**src/rtl/subtraction_pkg.sv**
```systemverilog
// Shared types and constants for the background-subtraction frame scheduler.
package subtraction_pkg;

    localparam int C_LANE_W = 8;
    localparam int C_WORD_W = 24;
    localparam int C_LANES  = C_WORD_W / C_LANE_W;

    localparam logic [15:0] C_CNT_MAX = 16'hFFFF;

    typedef enum logic {
        S_IDLE  = 1'b0,
        S_FRAME = 1'b1
    } sched_state_t;

    // Packed words needed to carry one row of 'width' pixels.
    function automatic int calc_words(input int width);
        return (width + C_LANES - 1) / C_LANES;
    endfunction

    // 16-bit increment that sticks at all-ones instead of wrapping.
    function automatic logic [15:0] sat_inc16(input logic [15:0] value);
        return (value == C_CNT_MAX) ? value : value + 16'd1;
    endfunction

endpackage

```
**src/rtl/sync_delay_line.sv**
```systemverilog
// Fixed-depth shift register used to re-time live syncs and per-word flags
// to the background buffer read latency.
module sync_delay_line #(
    parameter int P_WIDTH = 1,
    parameter int P_DEPTH = 2
) (
    input  logic               i_clk,
    input  logic               i_rst_n,
    input  logic [P_WIDTH-1:0] sig,
    output logic [P_WIDTH-1:0] sig_dly
);

    logic [P_WIDTH-1:0] stage [P_DEPTH];

    // Shift one stage per clock; every stage clears on reset.
    always_ff @(posedge i_clk or negedge i_rst_n) begin
        if (!i_rst_n) begin
            for (int i = 0; i < P_DEPTH; i++) begin
                stage[i] <= '0;
            end
        end else begin
            stage[0] <= sig;
            for (int i = 1; i < P_DEPTH; i++) begin
                stage[i] <= stage[i-1];
            end
        end
    end

    assign sig_dly = stage[P_DEPTH-1];

endmodule

```
**src/rtl/subtraction_frame_sched_ctrl.sv**
```systemverilog
// Frame scheduler for the background-subtraction path: decides per frame
// whether subtraction runs, strobes background reads, tracks row/word
// position, flags the short last word of a row and reports geometry errors.
//
//   state   | meaning
//   --------+-----------------------------------------------------------
//   S_IDLE  | between frames, waiting for the live frame-valid to rise
//   S_FRAME | inside a live frame, counting words/rows, strobing reads
module subtraction_frame_sched_ctrl
    import subtraction_pkg::*;
#(
    parameter int P_IMAGE_WIDTH  = 256,
    parameter int P_IMAGE_HEIGHT = 256,
    parameter int P_RD_LAT       = 1
) (
    input  logic        i_clk,
    input  logic        i_rst_n,
    input  logic        i_h_aync,
    input  logic        i_v_aync,
    input  logic        i_bg_ready,
    output logic        o_bg_frame_start,
    output logic        o_bg_rd_en,
    output logic        o_h_aync,
    output logic        o_v_aync,
    output logic        o_sub_en,
    output logic        o_remainder_signal,
    output logic [1:0]  o_remainder_cnt,
    output logic [15:0] o_row_cnt,
    output logic [15:0] o_col_cnt,
    output logic        o_err
);

    localparam int          P_WORDS    = calc_words(P_IMAGE_WIDTH);
    localparam int          C_REM      = P_IMAGE_WIDTH % C_LANES;
    localparam int          C_DLY      = 1 + P_RD_LAT;
    localparam bit          C_HAS_REM  = (C_REM != 0);
    localparam logic [1:0]  C_REM2     = 2'(C_REM);
    localparam logic [15:0] C_WORDS16  = 16'(P_WORDS);
    localparam logic [15:0] C_LAST_COL = 16'(P_WORDS - 1);
    localparam logic [15:0] C_HEIGHT16 = 16'(P_IMAGE_HEIGHT);

    sched_state_t state;
    logic         h_q;
    logic         v_q;
    logic         sub_mode;
    logic         tall_seen;
    logic [15:0]  row_cnt;
    logic [15:0]  col_cnt;
    logic         frame_start_r;
    logic         rd_en_r;
    logic         err_r;

    logic         v_rise;
    logic         v_fall;
    logic         h_rise;
    logic         h_fall;
    logic         in_frame;
    logic         last_word;
    logic [1:0]   rem_cnt_now;
    logic         sub_now;
    logic [15:0]  rows_done;
    logic [2:0]   sync_dly;
    logic [2:0]   rem_dly;

    // Single input register stage; all edges are taken against it.
    always_ff @(posedge i_clk or negedge i_rst_n) begin
        if (!i_rst_n) begin
            h_q <= 1'b0;
            v_q <= 1'b0;
        end else begin
            h_q <= i_h_aync;
            v_q <= i_v_aync;
        end
    end

    assign v_rise   = i_v_aync & ~v_q;
    assign v_fall   = ~i_v_aync & v_q;
    assign h_rise   = i_h_aync & ~h_q;
    assign h_fall   = ~i_h_aync & h_q;
    assign in_frame = (state == S_FRAME);

    // A row that ends in the same cycle the frame ends still counts as done.
    assign rows_done = h_fall ? sat_inc16(row_cnt) : row_cnt;

    assign last_word   = in_frame & i_h_aync & (col_cnt == C_LAST_COL) & C_HAS_REM;
    assign rem_cnt_now = last_word ? C_REM2 : 2'd0;

    // Mode of the frame currently on the live syncs; at the opening edge the
    // latched mode is not yet visible, so take it straight from i_bg_ready.
    assign sub_now = in_frame ? (sub_mode & i_v_aync) : (v_rise & i_bg_ready);

    // Frame sequencing, position counters, read strobe and error pulses.
    always_ff @(posedge i_clk or negedge i_rst_n) begin
        if (!i_rst_n) begin
            state         <= S_IDLE;
            sub_mode      <= 1'b0;
            tall_seen     <= 1'b0;
            row_cnt       <= '0;
            col_cnt       <= '0;
            frame_start_r <= 1'b0;
            rd_en_r       <= 1'b0;
            err_r         <= 1'b0;
        end else begin
            frame_start_r <= 1'b0;
            rd_en_r       <= 1'b0;
            err_r         <= 1'b0;
            case (state)
                S_IDLE: begin
                    if (v_rise) begin
                        sub_mode      <= i_bg_ready;
                        frame_start_r <= i_bg_ready;
                        row_cnt       <= '0;
                        col_cnt       <= '0;
                        tall_seen     <= 1'b0;
                        state         <= S_FRAME;
                    end else if (h_rise) begin
                        err_r <= 1'b1;
                    end
                end
                S_FRAME: begin
                    rd_en_r <= i_v_aync & i_h_aync & sub_mode & (row_cnt < C_HEIGHT16);
                    if (v_fall) begin
                        err_r     <= i_h_aync
                                   | (rows_done != C_HEIGHT16)
                                   | (h_fall & (col_cnt != C_WORDS16));
                        row_cnt   <= '0;
                        col_cnt   <= '0;
                        tall_seen <= 1'b0;
                        state     <= S_IDLE;
                    end else begin
                        if (h_rise && (row_cnt >= C_HEIGHT16) && !tall_seen) begin
                            err_r     <= 1'b1;
                            tall_seen <= 1'b1;
                        end
                        if (h_fall) begin
                            if (col_cnt != C_WORDS16) begin
                                err_r <= 1'b1;
                            end
                            col_cnt <= '0;
                            row_cnt <= sat_inc16(row_cnt);
                        end else if (i_h_aync) begin
                            col_cnt <= sat_inc16(col_cnt);
                        end
                    end
                end
                default: state <= S_IDLE;
            endcase
        end
    end

    sync_delay_line #(
        .P_WIDTH (3),
        .P_DEPTH (C_DLY)
    ) u_sync_dly (
        .i_clk   (i_clk),
        .i_rst_n (i_rst_n),
        .sig     ({sub_now, i_v_aync, i_h_aync}),
        .sig_dly (sync_dly)
    );

    sync_delay_line #(
        .P_WIDTH (3),
        .P_DEPTH (C_DLY)
    ) u_rem_dly (
        .i_clk   (i_clk),
        .i_rst_n (i_rst_n),
        .sig     ({rem_cnt_now, last_word}),
        .sig_dly (rem_dly)
    );

    assign o_bg_frame_start   = frame_start_r;
    assign o_bg_rd_en         = rd_en_r;
    assign o_err              = err_r;
    assign o_row_cnt          = row_cnt;
    assign o_col_cnt          = col_cnt;
    assign o_h_aync           = sync_dly[0];
    assign o_v_aync           = sync_dly[1];
    assign o_sub_en           = sync_dly[2];
    assign o_remainder_signal = rem_dly[0];
    assign o_remainder_cnt    = rem_dly[2:1];

endmodule

```
**config.mk**
```make
export PLATFORM = sky130hd
export DESIGN_NAME = subtraction_frame_sched_ctrl
export DESIGN_NICKNAME = d
export VERILOG_FILES = /design/src/rtl/subtraction_pkg.sv /design/src/rtl/sync_delay_line.sv /design/src/rtl/subtraction_frame_sched_ctrl.sv
export SDC_FILE = /design/constraint.sdc
export NUM_CORES = 1
export LEC_CHECK = 0
export ABC_AREA = 1
export ABC_CLOCK_PERIOD_IN_PS = 5400
export CAP_MARGIN = 20
export CORE_UTILIZATION = 34
export DETAILED_ROUTE_END_ITERATION = 6
export PLACE_DENSITY = 0.59
export SLEW_MARGIN = 20
export SYNTH_ARGS = -nofsm -noshare
export SYNTH_HDL_FRONTEND = slang
export SYNTH_SLANG_ARGS = --single-unit
export TNS_END_PERCENT = 100
```
**constraint.sdc**
```tcl
create_clock -name i_clk -period 5.4 [get_ports i_clk]
set_clock_uncertainty 0.15 [all_clocks]
set_input_delay 1.08 -clock i_clk [delete_from_list [all_inputs] [get_ports i_clk]]
set_output_delay 1.08 -clock i_clk [all_outputs]
set_load 0.02 [all_outputs]
```
==> impl_metrics.ini <==
[sta]
fmax_ghz = 0.295
setup-violations-final = 0
worst_pin_slew_ps = 827
period_needed_ps = 3390
drv_slew = 0
rsz0062_at_grt = no
hold_viol = 0
fin_tns_setup_ps = 0
fin_crit_sh_pct = 62.7
slew_headroom_pct = 44.7

[critical_path]
path_delay_family = simple AND/OR/NAND/NOR gates
cpMostUsedCell = nand2_1
arrival_ps = 3450
cp.required_ps = 5460
cp-start-kind = input port
worstReg2RegStart = in_frame
worstPathCellList = clkdlybuf4s50_1 > nand2_1 > nand2_1 > nand2_1 > a31oi_2 > nor2_4 > nor2_1 > nand3_1 > nand2_1 > nor2_1
path_max_fanout = 21
crit_path_end_kind = flip-flop
cpMaxStageDelayCell = nand2_1
critPathLaunch = i_v_aync
cpPeakStageDelay_ps = 620
critical_path_class = in -> reg
cp_num_buf_inv = 1

[placement]
io_buffers = 44
placed_cells = 529
dpl-instance-area_mm2 = 0.00334
dp_hpwl_um = 5070
gp_congestion = 0.860

[floorplanning]
die_x_um = 93.0
core_area_mm2 = 0.00789
die_h_um = 93.0
initial_utilization_pct = 35.7
fp.dieArea_mm2 = 0.00866
pin_count = 46
fp-row-count = 32

[yosys]
yosys.area.top_type_share_pct = 40.9
avgSynthCellArea_um2 = 7.26
ys_types = 33
syn-num-nets = 398
yosys_register_bits = 46
synth_edf_count = 0
ys.flop_type = dfrtp_1
synthTopCellsByArea = dfrtp_1 41%, nand2_1 14%, inv_1 7.2%
synth_area_mm2 = 0.00282
synth_area_leader_cell = dfrtp_1
yosysWarnings = 0
async_reset_ff_share_pct = 100
yosysSeqAreaShare_pct = 40.9
syn_inst = 388

[run]
cap_violations = 0

[run_status]
outcome = complete, no violations

[route]
avgViaCountPerCell = 4.88
wl_per_cell_um = 12.9
route.detailed.drc = 0
firstDrtPassIters = 5
routed_wl_um = 6910
drt_iter0_markers = 119
vias = 2618
final_antenna_net_count = 0

[clock_tree]
clk_latency_ps = 310
cts_root_buf = clkbuf_8
post_cts_buffers = 0
cts_tree = built
htreeDepth = 2
cts.clk_slew.worst_paths_ps = 100
cts_sinks = 46
post_cts_resized = 0
cts_buffers = 5
clock_path_buffers = 2
postCtsHoldBufs = 0

[global_routing]
grt_usage_pct = 17.4
gr-total-overflow = 0
grt_max_degree = 47
grt_pass1_wl_um = 11800
antenna_found_initial = 0
grt_pass1_vias = 2461

[hold_path]
hold_start = u_sync_dly.stage[5]
hp-class = reg -> reg

[cells_and_area]
ff_latch_area_mm2 = 0.00115
multi_input_area_mm2 = 0.00139
antenna_cells = 0
fin_cells = 537
finish.instance_area_mm2 = 0.00343
nNetsFinal = 444
fill_cells = 815
area_growth_pct = 21.8
drive_above_1_share_pct = 9.43

[pwr]
ir_worst_vdd_mv = 0.0749
power-per-cell-area_mw_per_mm2 = 197
power_w = 0.000677
p_leak_nw = 1.55
-- final cells by class --
| type | instances | area share [%] |
|---|---|---|
| Multi-Input combinational cell | 275 | 40.4 |
| Sequential cell | 46 | 33.5 |
| Timing Repair Buffer | 45 | 12.9 |
| Inverter | 61 | 6.81 |
| Tap cell | 102 | 3.72 |
| Clock buffer | 5 | 2.00 |
| Clock inverter | 3 | 0.620 |
-- cells in the final DEF (no fill, tap or decap), drive strengths merged, types with 7 or more instances in the layout --
cell	n
nor3	9
inv	61
o22ai	9
nand3	28
nand2	109
clkdlybuf4s50	43
a21oi	7
dfrtp	46
nand4	13
nor2	51
o21ai	26
-- routing by layer --
layer | GRT usage (%) | part of all wire (%)
met3 | 3.01 | 4.1
met4 | 5.64 | 1.6
met2 | 26.3 | 45
met5 | 0 | 0
met1 | 25.0 | 49
-- kinds of logic (layout without fill, tap and decap cells) --
kind of cell	after synthesis	count (layout)	share of synthesized area, %
other	1	1	0.133
XOR/XNOR	6	6	1.86
adder cells (fa/ha/maj)	5	5	2.22
buffers and inverters	67	114	9.90
AO/OA/AOI/OAI	46	46	9.37
AND/OR/NAND/NOR	217	217	35.7
flip-flops	46	46	40.9
-- metrics by stage --
step | utilization (%) | hold WS, ps | setup slack [ps]
6_report | 43.5 | 205 | 2010
5_1_grt | 43.5 | 219 | 1830
4_1_cts | 43.5 | 213 | 2040
3_5_place_dp | 42.4 | 191 | 1720
3_3_place_gp | 42.4 | 181 | 1790
2_1_floorplan | - | 181 | 2920
-- power breakdown --
| part | total [W] | switching [W] | internal, W |
|---|---|---|---|
| Sequential | 0.000362 | 0.00000859 | 0.000354 |
| Combinational | 0.0000975 | 0.0000677 | 0.0000298 |
| Clock | 0.000217 | 0.000125 | 0.0000912 |
-- path summary, 6_finish.rpt --
kind,to,slack (ps),cells after the start
max in group asynchronous,sub_mode,3990,2
worst max register to register,o_col_cnt[4],2800,9
worst min register to register,u_sync_dly.sig_dly[2],210,0
worst min-delay path,u_sync_dly.sig_dly[2],210,0
worst max-delay path,o_col_cnt[4],2010,10
min in group asynchronous,o_col_cnt[1],710,2
-- flip-flops by register name (all words and copies together), names as in the netlist --
signal              flops
o_row_cnt              16
o_col_cnt              16
o_bg_rd_en              1
o_bg_frame_start        1
o_err                   1
u_rem_dly.sig_dly       1
sub_mode                1
u_sync_dly.sig_dly      3
u_rem_dly.stage         1
in_frame                1
tall_seen               1
u_sync_dly.stage        3
-- Yosys cell counts (2+ instances only) --
master	count
nand2_1	103
inv_1	54
dfrtp_1	46
nor2_1	40
nand3_1	27
o21ai_0	24
nand4_1	13
nor3_1	9
o22ai_1	9
inv_2	6
nor2_2	6
a21oi_1	5
ha_1	5
xor2_1	5
nand2_2	4
nor2_4	4
nor4_1	3
or2_2	3
a21oi_2	2
buf_4	2
buf_6	2
clkbuf_1	2
nand2_4	2
o21ai_1	2
o31ai_1	2
Note: power is estimated with default switching activity, not from simulation.
==> edit 1, RTL diff (config.mk and constraints unchanged) <==
The parameter `P_RD_LAT` goes from 1 to 2.
--- a/src/rtl/subtraction_frame_sched_ctrl.sv
+++ b/src/rtl/subtraction_frame_sched_ctrl.sv
@@ -12,5 +12,5 @@
     parameter int P_IMAGE_WIDTH  = 256,
     parameter int P_IMAGE_HEIGHT = 256,
-    parameter int P_RD_LAT       = 1
+    parameter int P_RD_LAT       = 2
 ) (
     input  logic        i_clk,
Function: changed (a bounded check fails within 4 cycles, from zero or initial values and one cycle with i_rst_n low).
==> edit 1 against the original RTL <==
  * Critical path depth stayed put
  * Combinational power is 19% higher
  * Routed wire length is 0.94% higher
  * Total power is 8.0% higher
  * Hold slack worse by 0.0022 ns
  * Critical endpoint unchanged
  * Highest routed layer unchanged
  * Final area is 2.7% higher
  * Count of clock-buffer cells in the layout is 1 higher
  * Largest power group unchanged
  * Sequential cell count is 4 higher
  * Setup slack better by 0.20 ns
  * Synthesized area is 2.7% higher
==> edit 1: results (changes against the original RTL) <==
[clock_network]
cts_root_buffer = clkbuf_8
postCtsSetupBuffers = 0  ; unchanged
cts_made_buffers = 5  ; unchanged
cts_resized = 0  ; unchanged
clk_path_buf_depth = 2  ; unchanged

[hold_path]
hp-class = reg2reg

[detailed_routing]
vias = 2575  ; -1.6%
initialDrtViolationCount = 150  ; +26%
detail_route.first_pass.iterations = 7  ; +2
wl_mm = 6.98  ; +0.94%

[grt]
antenna_found_initial = 0  ; unchanged
grt_pass1_wl_mm = 11.8  ; -0.52%
grt_usage = 0.168  ; -0.00558
grt_max_degree = 51  ; +8.5%
grt_pass1_vias = 2498  ; +1.5%

[timing]
slew_headroom = 0.473  ; +0.0254
final-max-slew-violation-count = 0  ; unchanged
fin_tns_setup_ns = 0  ; unchanged

[synthesis]
synth.distinct_cells = 29  ; -12%
synth_edf_count = 0  ; unchanged
synth_commonest_cells = nand2_1 (92), inv_1 (55), dfrtp_1 (50)
synth_area_leaders = dfrtp_1 (43%), nand2_1 (12%), inv_1 (7.1%)
synth_nets = 390  ; -2.0%
synth.most_common_cell = nand2_1
yosysSeqAreaShare = 0.432  ; +0.0238

[power]
p_leak_nw = 1.64  ; +5.9%
ir_worst_vdd_uv = 94.7  ; +26%

[critical_path]
cpPeakStageDelay_ns = 0.60  ; -0.02 ns
critical_path_required_ns = 5.44  ; -0.02 ns

[placement]
gp_congestion = 0.855  ; -0.59%
dpl.hpwl_mm = 5.22  ; +2.8%
postPlaceCellArea_um2 = 3450  ; +3.1%

[finish]
fin_nets = 438  ; -1.4%
drive_gt1_frac = 0.105  ; +0.0109
nFillCells = 809  ; -0.74%

[status]
outcome = finished, final reports clean

-- edit 1: layer usage --
metal | wire (µm) | part of all wire | vias to the layer above | track usage
met3 | 323 | 0.046 | 6 | 0.0283
met2 | 3410 | 0.49 | 56 | 0.283
met1 | 3170 | 0.45 | 1210 | 0.220
met4 | 67 | 0.0096 | 0 | 0.0474
met5 | 0 | 0 | - | 0
li1 | - | - | 1303 | -
-- edit 1: kinds of logic (layout without fill, tap and decap cells) --
kind of cell,Yosys count,count (layout),share of synthesized area
flip-flops,50,50,0.432
AND/OR/NAND/NOR,203,203,0.352
XOR/XNOR,2,2,0.00605
buffers and inverters,66,114,0.0895
other,1,1,0.00130
adder cells (fa/ha/maj),5,5,0.0216
AO/OA/AOI/OAI,53,53,0.0973
-- edit 1: where the power goes --
group          total [mW]  internal (mW)  switching [mW]
Combinational       0.116         0.0390          0.0775
Sequential          0.402          0.389          0.0129
Clock               0.212         0.0892           0.123
Total               0.730          0.517           0.213
-- edit 1: metrics by stage --
| stage | std cells | hold WS [ns] | power (mW) | worst slack (ns) |
|---|---|---|---|---|
| after floorplan | 380 | 0.181 | 0.477 | 3.03 |
| after global placement | 526 | 0.183 | 0.526 | 1.96 |
| after detailed placement | 526 | 0.185 | 0.527 | 1.90 |
| after CTS | 533 | 0.206 | 0.744 | 2.23 |
| after global routing | 533 | 0.219 | 0.769 | 2.05 |
| final | 533 | 0.203 | 0.730 | 2.21 |
-- edit 1: critical path: cells and delay by family --
kind	cells	cell delay, ns
compound gates	2	0.17
simple gates	6	1.32
buf+inv	2	0.66
-- edit 1: area by class of cell --
type | count | area (µm²) | share of cell area
clock buffer | 6 | 72.6 | 0.0206
clock inverter | 1 | 7.51 | 0.00213
inverter | 62 | 236 | 0.0671
multi-input combinational | 264 | 1380 | 0.392
sequential | 50 | 1250 | 0.355
tap | 105 | 131 | 0.0373
timing repair buffer | 45 | 443 | 0.126
-- edit 1: worst paths after layout --
kind | start | depth (start not counted) | end | slack [ns]
worst max-delay path | i_v_aync | 10 | o_col_cnt[4] | 2.21
worst min-delay path | u_rem_dly.stage[6] | 0 | u_rem_dly.stage[3] | 0.20
worst max register to register | u_sync_dly.stage[7] | 10 | o_col_cnt[4] | 3.08
worst min register to register | u_rem_dly.stage[6] | 0 | u_rem_dly.stage[3] | 0.20
max in group asynchronous | i_rst_n | 2 | o_row_cnt[7] | 3.92
min in group asynchronous | i_rst_n | 2 | o_row_cnt[3] | 0.71
==> edit 2, RTL diff (same flow settings) <==
Without the edit above. Reset style: synchronous (`i_rst_n`), changed in 3 clocked blocks.
--- a/src/rtl/sync_delay_line.sv
+++ b/src/rtl/sync_delay_line.sv
@@ -14,5 +14,5 @@
 
     // Shift one stage per clock; every stage clears on reset.
-    always_ff @(posedge i_clk or negedge i_rst_n) begin
+    always_ff @(posedge i_clk) begin
         if (!i_rst_n) begin
             for (int i = 0; i < P_DEPTH; i++) begin
--- a/src/rtl/subtraction_frame_sched_ctrl.sv
+++ b/src/rtl/subtraction_frame_sched_ctrl.sv
@@ -64,5 +64,5 @@
 
     // Single input register stage; all edges are taken against it.
-    always_ff @(posedge i_clk or negedge i_rst_n) begin
+    always_ff @(posedge i_clk) begin
         if (!i_rst_n) begin
             h_q <= 1'b0;
@@ -91,5 +91,5 @@
 
     // Frame sequencing, position counters, read strobe and error pulses.
-    always_ff @(posedge i_clk or negedge i_rst_n) begin
+    always_ff @(posedge i_clk) begin
         if (!i_rst_n) begin
             state         <= S_IDLE;
Behaviour: differs if i_rst_n is asserted again (counterexample within 4 cycles, from zero or initial values and one cycle with i_rst_n low); with i_rst_n held inactive, the same outputs for 10 cycles.
==> edit 2 against the original RTL <==
  * Clock power increased by 20%
  * Die area decreased by 2.7%
  * Utilization about the same
  * Synthesized area is 2.8% lower
  * Final area shrank 1.5%
  * Largest power group unchanged
  * Critical path type unchanged
  * Sequential cell count is the same
  * Total power down 1.4%
  * Setup slack improved by 0.078 ns
  * Hold slack better by 0.063 ns
  * Final cell count is 3.4% higher
  * Highest routed layer unchanged
  * Critical path depth rose by 3
  * Sequential share of layout area down 6.3 points
  * Routed wire length decreased by 6.9%
==> edit 2: results (changes against the original RTL) <==
[status]
outcome = finished, final reports clean

[grt]
grt_pass1_vias = 2297  ; -6.7%
grt_usage = 0.160  ; -0.0132
gr-usage-met2 = 0.263  ; -0.000949
grt_max_degree = 22  ; -53%
grtUsageMet3 = 0.0323  ; +0.00226
met1_usage = 0.219  ; -0.0307
grt_pass1_wl_mm = 11.0  ; -7.0%

[placement]
dp_cells = 548  ; +3.6%
gp_congestion = 0.890  ; +3.5%
postPlaceCellArea_um2 = 3270  ; -2.2%
dpl.hpwl_mm = 4.93  ; -2.9%

[critical_path]
reg2reg_to = o_col_cnt[4]
cpPeakStageDelay_ns = 0.51  ; -0.11 ns
cp.arrival_ns = 3.36  ; -0.09 ns
ff2ff_setup_slack_ns = 3.09  ; +0.29 ns
reg2regPathDepth = 11  ; +2
r2r-start = o_col_cnt[0]
crit_slowest_cell = clkdlybuf4s50_1
cp_max_fo = 20  ; -4.8%

[clock_network]
cts.clk_slew.worst_paths_ns = 0.08  ; -0.02 ns
cts_resized = 0  ; unchanged
htree_levels = 2  ; unchanged

[hold_path]
min_from = u_sync_dly.stage[0][2]
min_delay_path_depth = 2  ; +2
min_to = u_sync_dly.stage[0][5]

[finish]
drive_gt1_frac = 0.124  ; +0.0294
instances_no_fill = 555  ; +3.4%
nFillCells = 803  ; -1.5%
fin_nets = 463  ; +4.3%

[synthesis]
yosysSeqAreaShare = 0.336  ; -0.0723
synth_area_leaders = dfxtp_1 (34%), nand2_1 (17%), inv_1 (6.4%)
synthArstFlopShare = 0  ; -1.00
synth_nets = 420  ; +5.5%
ys.warnings.count = 0  ; unchanged
synth.distinct_cells = 37  ; +12%
synth_commonest_cells = nand2_1 (125), inv_1 (47), dfxtp_1 (46)
synthCells = 410  ; +5.7%

[detailed_routing]
initialDrtViolationCount = 114  ; -4.2%
wl_mm = 6.43  ; -6.9%
detail_route.first_pass.iterations = 4  ; -1
avgViaCountPerCell = 4.68  ; -3.9%

[timing]
tightestPinTransition_ns = 0.720  ; -0.108 ns

[power]
p_leak_nw = 1.40  ; -9.5%
ir_worst_vdd_uv = 114  ; +52%

[edit 2: changes by cell type after synthesis, sizes merged, moves of 9 or more]
cell   unedited run  this run
dfxtp             0        46
a21oi             7        29
nand2           109       136
dfrtp            46         0
o21ai            26        10
o22ai             9         0
[edit 2: layer usage]
metal  routed length [µm]  part of all wire
met5                    0                 0
met4                   47            0.0073
met3                  233             0.036
met1                 3150              0.49
met2                 3000              0.47
[edit 2: cell type report]
| cell class | count | share of cell area |
|---|---|---|
| clock buffers | 6 | 0.0244 |
| clock inverters | 1 | 0.00888 |
| inverters | 57 | 0.0636 |
| multi-input cells | 298 | 0.461 |
| flip-flops and latches | 46 | 0.272 |
| well taps | 102 | 0.0377 |
| repair buffers | 45 | 0.132 |
[edit 2: worst max path at each step]
stage,cells past startpoint,from,to
after floorplan,14,i_v_aync,o_col_cnt[14]
after global placement,13,i_v_aync,o_col_cnt[13]
after detailed placement,13,i_v_aync,o_col_cnt[13]
after CTS,13,i_v_aync,o_col_cnt[13]
after global routing,13,i_v_aync,o_col_cnt[4]
final,13,i_v_aync,o_col_cnt[15]
[edit 2: cell families after synthesis]
logic type | count (synthesis) | share of synthesized area
compound gates | 45 | 0.0923
xor+xnor | 4 | 0.0128
fa+ha+maj | 5 | 0.0228
buf+inv | 66 | 0.0950
flops | 46 | 0.336
other cells | 1 | 0.00137
simple gates | 243 | 0.439
[edit 2: where the power goes]
part | switching (mW) | internal (mW)
logic | 0.0407 | 0.0180
registers | 0.00394 | 0.344
clock network | 0.113 | 0.148
total | 0.157 | 0.510
[edit 2: stage by stage]
stage / hold slack, ns / total power, mW / util / worst slack (ns)
after floorplan: 0.240 / 0.397 / - / 2.94
after global placement: 0.255 / 0.414 / 0.421 / 1.90
after detailed placement: 0.256 / 0.415 / 0.421 / 1.81
after CTS: 0.274 / 0.675 / 0.435 / 2.14
after global routing: 0.310 / 0.700 / 0.435 / 1.79
final: 0.268 / 0.667 / 0.435 / 2.09
[edit 2: tightest hold or removal path: cells and delay by family, from the launching register on]
kind	cells	cell delay, ns
buf+inv	1	0.04
flops	1	0.31
simple gates	1	0.05
